===== src/rtl/maxnet_pkg.sv =====
// Shared types and helpers for the MaxNet winner-take-all stage.
package maxnet_pkg;

  typedef enum logic [1:0] {IDLE, LOAD, ITER, DONE} state_t;

  // Accumulator width that holds the sum of m non-negative dw-bit values.
  function automatic int acc_w(input int dw, input int m);
    return dw + $clog2(m);
  endfunction

  // Clamp a signed value at zero (ReLU). Callers sign-extend into 64 bits and truncate back.
  function automatic logic signed [63:0] clamp0(input logic signed [63:0] v);
    return v[63] ? 64'sd0 : v;
  endfunction

endpackage


===== src/rtl/maxnet_argmax.sv =====
// Combinational argmax over M signed elements with lowest-index tie-break, plus positive count.
module maxnet_argmax #(
  parameter int M      = 9,
  parameter int DATA_W = 16,
  localparam int IDX_W = (M > 1) ? $clog2(M) : 1,
  localparam int PC_W  = $clog2(M + 1)
) (
  input  logic [M-1:0][DATA_W-1:0] x,
  output logic [IDX_W-1:0]         idx,
  output logic [DATA_W-1:0]        val,
  output logic [PC_W-1:0]          pos_cnt
);

  always_comb begin
    idx     = '0;
    val     = x[0];
    pos_cnt = '0;
    for (int i = 0; i < M; i++) begin
      // Strict compare keeps the earliest index on equal values.
      if ($signed(x[i]) > $signed(val)) begin
        val = x[i];
        idx = IDX_W'(i);
      end
      if ($signed(x[i]) > 0) pos_cnt = pos_cnt + PC_W'(1);
    end
  end

endmodule


===== src/rtl/maxnet_winner.sv =====
// MaxNet lateral inhibition over the convolution result map; reports the surviving element.
module maxnet_winner
  import maxnet_pkg::*;
#(
  parameter int N         = 5,
  parameter int K         = 3,
  parameter int DATA_W    = 16,
  parameter int EPS_SHIFT = 4,
  parameter int MAX_ITER  = 64,
  localparam int R        = N - K + 1,
  localparam int RC_W     = (R > 1) ? $clog2(R) : 1,
  localparam int IT_W     = $clog2(MAX_ITER + 1)
) (
  input  logic                             clk,
  input  logic                             rst_n,
  input  logic [R-1:0][R-1:0][DATA_W-1:0]  data,
  input  logic                             start,
  output logic                             busy,
  output logic                             done,
  output logic [RC_W-1:0]                  winner_row,
  output logic [RC_W-1:0]                  winner_col,
  output logic [DATA_W-1:0]                winner_val,
  output logic [IT_W-1:0]                  iterations,
  output logic                             tie
);

  localparam int M     = R * R;
  localparam int IDX_W = (M > 1) ? $clog2(M) : 1;
  localparam int PC_W  = $clog2(M + 1);
  localparam int ACC_W = acc_w(DATA_W, M);

  // Inhibition must stay below 1/(M-1) or a single step can wipe out every element.
  if ((1 << EPS_SHIFT) <= M - 1) begin : g_eps_check
    $error("maxnet_winner: 2^EPS_SHIFT must exceed M-1");
  end

  state_t                  state_q, state_d;
  logic [M-1:0][DATA_W-1:0] x_q, x_d, x_ld, x_nxt;
  logic [IT_W-1:0]         iter_q, iter_d;
  logic [RC_W-1:0]         row_q, row_d, col_q, col_d;
  logic [DATA_W-1:0]       val_q, val_d;
  logic [IT_W-1:0]         its_q, its_d;
  logic                    tie_q, tie_d;

  logic [IDX_W-1:0]        am_idx;
  logic [DATA_W-1:0]       am_val;
  logic [PC_W-1:0]         am_pos;
  logic [IDX_W-1:0]        am_row, am_col;
  logic [ACC_W-1:0]        sum;

  maxnet_argmax #(.M(M), .DATA_W(DATA_W)) u_argmax (
    .x       (x_q),
    .idx     (am_idx),
    .val     (am_val),
    .pos_cnt (am_pos)
  );

  assign am_row = IDX_W'(am_idx / IDX_W'(R));
  assign am_col = IDX_W'(am_idx % IDX_W'(R));

  for (genvar r = 0; r < R; r++) begin : g_row
    for (genvar c = 0; c < R; c++) begin : g_col
      assign x_ld[r*R+c] = DATA_W'(clamp0(64'($signed(data[r][c]))));
    end
  end

  always_comb begin
    sum = '0;
    for (int i = 0; i < M; i++) sum = sum + ACC_W'(x_q[i]);
  end

  // x[] is never negative, so S - x[i] cannot underflow; only the subtraction needs the sign bit.
  for (genvar i = 0; i < M; i++) begin : g_lane
    logic [ACC_W-1:0]   xi, oth;
    logic signed [ACC_W:0] upd;
    assign xi       = ACC_W'(x_q[i]);
    assign oth      = (sum - xi) >> EPS_SHIFT;
    assign upd      = $signed({1'b0, xi}) - $signed({1'b0, oth});
    assign x_nxt[i] = DATA_W'(clamp0(64'(upd)));
  end

  always_comb begin
    state_d = state_q;
    x_d     = x_q;
    iter_d  = iter_q;
    row_d   = row_q;
    col_d   = col_q;
    val_d   = val_q;
    its_d   = its_q;
    tie_d   = tie_q;
    case (state_q)
      IDLE: if (start) state_d = LOAD;
      LOAD: begin
        x_d     = x_ld;
        iter_d  = '0;
        state_d = ITER;
      end
      ITER: begin
        if (am_pos <= PC_W'(1) || iter_q == IT_W'(MAX_ITER)) begin
          row_d   = am_row[RC_W-1:0];
          col_d   = am_col[RC_W-1:0];
          val_d   = am_val;
          its_d   = iter_q;
          tie_d   = (am_pos != PC_W'(1));
          state_d = DONE;
        end else begin
          x_d    = x_nxt;
          iter_d = iter_q + IT_W'(1);
        end
      end
      DONE: if (!start) state_d = IDLE;
      default: state_d = IDLE;
    endcase
  end

  always_ff @(posedge clk or negedge rst_n) begin
    if (!rst_n) begin
      state_q <= IDLE;
      x_q     <= '0;
      iter_q  <= '0;
      row_q   <= '0;
      col_q   <= '0;
      val_q   <= '0;
      its_q   <= '0;
      tie_q   <= 1'b0;
    end else begin
      state_q <= state_d;
      x_q     <= x_d;
      iter_q  <= iter_d;
      row_q   <= row_d;
      col_q   <= col_d;
      val_q   <= val_d;
      its_q   <= its_d;
      tie_q   <= tie_d;
    end
  end

  assign busy       = (state_q == LOAD) || (state_q == ITER);
  assign done       = (state_q == DONE);
  assign winner_row = row_q;
  assign winner_col = col_q;
  assign winner_val = val_q;
  assign iterations = its_q;
  assign tie        = tie_q;

endmodule

===== config.mk =====
export PLATFORM = sky130hd
export DESIGN_NAME = maxnet_winner
export DESIGN_NICKNAME = d
export VERILOG_FILES = /design/src/rtl/maxnet_pkg.sv /design/src/rtl/maxnet_argmax.sv /design/src/rtl/maxnet_winner.sv
export SDC_FILE = /design/constraint.sdc
export NUM_CORES = 1
export LEC_CHECK = 0
export CORE_MARGIN = 2
export CORE_UTILIZATION = 60
export DETAILED_ROUTE_END_ITERATION = 8
export PLACE_DENSITY = 0.81
export SYNTH_ARGS = -nofsm -noshare
export SYNTH_HDL_FRONTEND = slang
export SYNTH_HIERARCHICAL = 1
export SYNTH_SLANG_ARGS = --single-unit

===== constraint.sdc =====
create_clock -name clk -period 24.3 [get_ports clk]
set_input_delay 4.86 -clock clk [delete_from_list [all_inputs] [get_ports clk]]
set_output_delay 4.86 -clock clk [all_outputs]
set_load 0.01 [all_outputs]

Word level (Yosys, flattened, before mapping)
Cells that the tools add are included.
{"block": "totals", "in_bits": 147, "reg_bits": 181, "out_inout_bits": 30}
{"block": "classes", "addsub": 35, "n_mux": 51, "n_lt_le_gt_ge": 18, "n_div": 2, "n_eq_ne": 9, "reduce_logical": 7}
{"op": "one-hot mux 144 bit (2 select lines)", "n": 1}
{"op": "2-to-1 mux 16 bit", "n": 17}
{"op": "subtractor 20 x 16 -> 20 bit", "n": 9}
{"op": "subtractor 16 x 16 -> 17 bit", "n": 9}
{"op": "> comparator 16 x 1 -> 1 bit (second input constant)", "n": 9}
{"op": "2-to-1 mux 144 bit", "n": 1}
{"op": "2-to-1 mux 15 bit", "n": 9}
{"op": "> comparator 16 bit", "n": 8}
{"op": "adder 20 x 16 -> 20 bit", "n": 4}
{"op": "2-to-1 mux 4 bit", "n": 9}
{"op": "adder 4 x 1 -> 4 bit (second input constant)", "n": 7}
{"op": "adder 19 x 16 -> 20 bit", "n": 1}
{"op": "adder 18 x 16 -> 19 bit", "n": 1}
{"op": "adder 17 x 16 -> 18 bit", "n": 1}
{"op": "adder 16 x 16 -> 17 bit", "n": 1}
{"op": "one-hot mux 7 bit (2 select lines)", "n": 1}
{"op": "2-to-1 mux 3 bit", "n": 4}
{"op": "2-to-1 mux 2 bit", "n": 5}
{"op": "!= test 2 bit (second input constant)", "n": 4}
{"op": "one-hot mux 2 bit (4 select lines)", "n": 1}
{"op": "adder 7 x 1 -> 7 bit (second input constant)", "n": 1}
{"op": "== test 7 bit (second input constant)", "n": 1}
{"op": "2-to-1 mux 7 bit", "n": 1}
{"op": "divider 4 x 2 -> 4 bit (second input constant)", "n": 1}
{"op": "12 further kinds", "n": 16}

Logic depth before layout (Yosys ltp)
Gate-level depths: netlist of the first run.
{"block": "depth", "depth_word": 22, "depth_mapped": 128, "mapped_depth_nobuf": 117}

Modules after synthesis
The synthesis of the first run kept the hierarchy.
{"mod": "maxnet_winner", "n_inst": 1, "cells_each": 2606, "area_each_um2": 22734.3}
{"mod": "maxnet_argmax", "n_inst": 1, "cells_each": 880, "area_each_um2": 5957.0}

Worst setup path before layout of the first run
OpenSTA, ideal clock, no wires.
{"block": "synth_timing", "kind": "reg-to-reg", "start": "reg x_q, in the netlist g_lane[0].xi[14]", "end": "reg col_q[1] (netlist: winner_col[1])", "arrival_ns": 19.825, "path_slack_ns": 4.334, "path_buffers": 11, "path_stages_with_launch": 123, "setup_time_ns": 0.141, "cell_sequence": "dfrtp_1 -> inv_1 -> ha_1 -> nand4_1 -> nor4_1 -> o21ai_1 -> a31oi_4 -> clkbuf_1 -> buf_1 -> nor2_1 -> a21oi_1 -> ha_1 -> a21oi_1 -> o21ai_1 -> a311o_1 -> a21o_1 -> or2_2 -> o311a_1 -> (+87 left out) -> a21oi_1 -> or3_1 -> a21o_1 -> nand3_1 -> clkbuf_1 -> inv_1 -> a31oi_1 -> nand2b_1 -> inv_1 -> ha_1 -> inv_1 -> ha_1 -> o21ai_0 -> mux2i_1 -> ha_1 -> a21oi_1 -> mux2i_1 -> o21ai_0"}
{"block": "synth_via", "elab_cells_between_ends": 45}
{"item": "start: declaration", "line": "maxnet_winner.sv:38", "text": "logic [M-1:0][DATA_W-1:0] x_q, x_d, x_ld, x_nxt;"}
{"item": "start signal: assignment", "line": "maxnet_winner.sv:119", "text": "x_q <= '0;"}
{"item": "start signal: assignment", "line": "maxnet_winner.sv:128", "text": "x_q <= x_d;"}
{"item": "> comparator 16 bit", "line": "maxnet_argmax.sv:20", "text": "if ($signed(x[i]) > $signed(val)) begin"}
{"item": "2-to-1 mux 16 bit (*)", "line": "maxnet_argmax.sv:20"}
{"item": "> comparator 16 bit", "line": "maxnet_argmax.sv:20"}
{"item": "2-to-1 mux 16 bit (*)", "line": "maxnet_argmax.sv:20"}
{"item": "> comparator 16 bit", "line": "maxnet_argmax.sv:20"}
{"item": "2-to-1 mux 16 bit (*)", "line": "maxnet_argmax.sv:20"}
{"item": "> comparator 16 bit", "line": "maxnet_argmax.sv:20"}
{"item": "2-to-1 mux 16 bit (*)", "line": "maxnet_argmax.sv:20"}
{"item": "(+2 left out)"}
{"item": "> comparator 16 bit", "line": "maxnet_argmax.sv:20"}
{"item": "2-to-1 mux 16 bit (*)", "line": "maxnet_argmax.sv:20"}
{"item": "> comparator 16 bit", "line": "maxnet_argmax.sv:20"}
{"item": "2-to-1 mux 16 bit (*)", "line": "maxnet_argmax.sv:20"}
{"item": "> comparator 16 bit (*)", "line": "maxnet_argmax.sv:20"}
{"item": "2-to-1 mux 4 bit (*)", "line": "maxnet_argmax.sv:20"}
{"item": "named net am_idx[3]", "line": "maxnet_winner.sv:45", "text": "logic [IDX_W-1:0] am_idx;"}
{"item": "remainder unit 4 x 2 -> 4 bit (*)", "line": "maxnet_winner.sv:59", "text": "assign am_col = IDX_W'(am_idx % IDX_W'(R));"}
{"item": "end signal: assignment", "line": "maxnet_winner.sv:131", "text": "col_q <= col_d;"}
{"item": "end: declaration", "line": "maxnet_winner.sv:40", "text": "logic [RC_W-1:0] row_q, row_d, col_q, col_d;"}
The timed path passes the listed nets; every way through them passes the cells marked *.
A chain may end at the register's enable or synchronous reset.

Worst setup path after layout of the first run
{"block": "layout_timing", "start": "reg x_q, in the netlist g_lane[0].xi[13]", "end": "reg col_q[1] (netlist: winner_col[1])"}
The elaborated chain is that of the path after synthesis.

==> results of run 1 <==
worst min-delay path by stage:
stage                         startpoint                   endpoint  slack, ps  cells past startpoint
4_1_cts        iterations[1]$_DFFE_PN0P_  iterations[1]$_DFFE_PN0P_        510                      2
6_report       iterations[1]$_DFFE_PN0P_  iterations[1]$_DFFE_PN0P_        510                      2
2_1_floorplan      iter_q[6]$_DFFE_PN0P_      iter_q[6]$_DFFE_PN0P_        470                      1
3_3_place_gp   iterations[1]$_DFFE_PN0P_  iterations[1]$_DFFE_PN0P_        480                      2
5_1_grt        winner_val[5]$_DFFE_PN0P_  winner_val[5]$_DFFE_PN0P_        540                      1
3_5_place_dp   iterations[1]$_DFFE_PN0P_  iterations[1]$_DFFE_PN0P_        490                      2
metal layers:
metal | GRT usage | vias to the layer above | wire length (um)
met1 | 0.5261 | 13220 | 40100
met5 | 0 | - | 0
met4 | 0.2230 | 0 | 5812
li1 | - | 12770 | -
met2 | 0.5973 | 1540 | 41600
met3 | 0.09019 | 312 | 10440
what timing repair did:
| item | in CTS | in global routing |
|---|---|---|
| setup endpoints to repair | 0 | 4 |
| buffers inserted | 0 | 0 |
| resized for setup | 0 | 4 |
| hold endpoints to repair | 0 | 0 |
critical path, delay by kind of cell, from the launching register on:
kind / cells / cell delay [ps]
flops: 1 / 490
simple gates: 26 / 4040
compound gates: 61 / 11810
fa+ha+maj: 11 / 3000
mux: 4 / 1170
buf+inv: 11 / 1800
cell usage in the layout (no fill, tap or decap), drive strengths merged, types with 19 or more instances in the layout:
master / instances
clkdlybuf4s50: 175
o31ai: 22
or3: 41
a31oi: 36
dfrtp: 181
nand3: 72
mux2: 41
and2: 23
clkbuf: 19
nand2: 158
or2: 27
nand4: 35
xnor2: 159
a21oi: 367
inv: 418
ha: 434
buf: 27
nand2b: 64
a21o: 87
fa: 119
o21a: 44
and3: 50
o21ai: 169
xor2: 118
mux2i: 37
nor4: 29
nor3: 68
a221oi: 99
a211oi: 20
nor2: 232
nor2b: 58
registers in the layout, indices dropped and copies added (netlist names):
| register | cells |
|---|---|
| winner_val | 16 |
| g_lane.xi | 144 |
| winner_row | 2 |
| state_q | 2 |
| tie | 1 |
| iter_q | 7 |
| iterations | 7 |
| winner_col | 2 |
final cells by class:
| type | count | area [um2] |
|---|---|---|
| Clock buffer | 18 | 439.2 |
| Clock inverter | 14 | 166.4 |
| Fill cell | 4051 | 15630 |
| Inverter | 413 | 1550 |
| Multi-Input combinational cell | 2799 | 22390 |
| Sequential cell | 181 | 4529 |
| Tap cell | 615 | 769.5 |
| Timing Repair Buffer | 203 | 1968 |
synth_stat cells, types with 44 or more instances:
library cell / count
a21o_1: 87
a21oi_1: 364
a221oi_1: 98
and3_1: 50
clkbuf_1: 62
dfrtp_1: 181
fa_1: 119
ha_1: 434
inv_1: 412
nand2_1: 158
nand2b_1: 63
nand3_1: 72
nor2_1: 231
nor2b_1: 58
nor3_1: 65
o21a_1: 44
o21ai_0: 156
xnor2_1: 159
xor2_1: 118
cells by family after synthesis:
family                     share of synthesized area
muxes                                        0.02983
adders and majority gates                     0.2730
buffers and inverters                        0.06786
xor gates and xnor gates                     0.08456
DFF                                           0.1579
and+or+nand+nor                               0.1559
AOI/OAI and AO/OA                             0.2309
per-stage QoR:
step                      hold WS, ps  area (um2)  setup slack (ps)
after global routing            536.2       31820             84.93
after floorplan                 466.8       28690              4334
after CTS                       507.2       31780              1431
final                           506.3       31820              1829
after detailed placement        487.4       31170              1526
after global placement          478.7       31170              2116
==> summary.txt, run 1 <==
CTS
  – CTS Buf Count: 17
  – # hold bufs at CTS: 0
  – H-tree levels: 4
  – Worst skew pair latency: between 500 and 600 ps
  – Clock slew at reported path FFs: 90 ps
  – Clock sink total: around 180
  – CTS tree: built
  – CTS Root Cell: clkbuf_16
  – CTS max path bufs: 2

Setup path
  – Slowest cell on the critical path: a2111oi_2
  – Worst flop-to-flop path startpoint: g_lane[0].xi[13]$_DFFE_PN0P_
  – WS Path Type: register to register
  – Reg2reg end: winner_col[1]$_DFFE_PN0P_
  – Crit path capture: winner_col[1]$_DFFE_PN0P_
  – Slowest stage delay, CP: a little under 800 ps
  – Worst Path Max Fanout: 37
  – Reg2Reg Depth: 113
  – Setup crit start: g_lane[0].xi[13]$_DFFE_PN0P_
  – Worst endpoint data arrival time: 22880 ps
  – Crit end category: register
  – Startpoint Class: register
  – Required @ worst endpoint: 24710 ps
  – Worst path most repeated cell: a21oi_1
  – Reg2reg setup slack: ~1800 ps

GRT
  – Total GRT Usage: 0.3968
  – First-pass GRT wire length: around 150000 um
  – GRT Residual Overflow: 0
  – Pin count of the biggest net entering global routing: 96
  – Antenna violations before repair: 0
  – Vias in the first global route: 26780

Die
  – Core Region: between 40000 and 50000 um2
  – Initial core utilization: 0.6047
  – DIE WIDTH: 222.7 um
  – Ports: between 150 and 200
  – Die Ht: roughly 220 um
  – Die Area: a little under 50000 um2
  – Core Rows: 80

Synthesis
  – Synth area leaders: ha_1, dfrtp_1, fa_1
  – Synthesized flop and latch total: 181
  – Asr flop ratio synth: 1.000
  – Cells after synthesis: about 3500
  – EDFF count, synth: 0
  – Netlist Area Pre-Place: approximately 29000 um2
  – Top cell type's share of synthesized area: 0.1893
  – Synthesized net count: about 4200
  – Seq/Total Area, Yosys: 0.1579
  – Mean Syn Cell Area: approximately 8.2 um2
  – Library cells used by synthesis: approximately 100
  – Ys Warns: 6
  – Yosys top cell by area: ha_1
  – Most used DFF post-synth: dfrtp_1

Placement
  – I/O Buffers: around 180
  – Hpwl dp: between 70000 and 80000 um
  – Dpl cells: 4210
  – Final GP Congestion: around 1.0

Layout
  – Area grow syn2layout: 10.89%
  – Share of layout cells above drive strength 1: 0.05127
  – Final std cells w/o fill: 4243
  – Fin util: 0.6706
  – ANT cells: 0
  – Final #Nets: 4315

STA
  – Period utilization: 0.9248
  – Fmax: 44.50 MHz
  – Unrepaired setup endpoints after global routing: no
  – Final hold vios: 0
  – Final Skew: roughly 16 ps
  – Slew Limit Fails: 0
  – Final min period: 22470 ps
  – Slew @ Worst Pin: about 1200 ps
  – # setup viols final: 0
  – Final sum of negative setup slack: 0 ps
  – Slew headroom: 0.2177

Drt
  – DR vias/cell: approximately 6.6
  – Routed WL: slightly below 100000 um
  – Total vias in the final route: between 20000 and 30000
  – Length of the first detailed-routing pass in iterations: 6
  – DRC viols: 0
  – Detail Route Antenna Nets: 0
  – Initial DRC count: between 3000 and 4000
  – Routed len/inst: about 23 um

Job
  – Max cap viols: 0

Status
  – Status: finished clean

Hold path
  – Hold crit path type: register to register
Power of run 1 is not shown: default switching activity piles up to over one toggle a cycle in this logic, so the estimate is an artifact.
==> inputs of run 2 (changes only) <==
Settings changed: ABC_CLOCK_PERIOD_IN_PS from default to 24300.
==> results of run 2 <==
Same layout as run 1: the final DEF is identical, and so are final timing and power.
Power of run 2 is left out for the same reason.
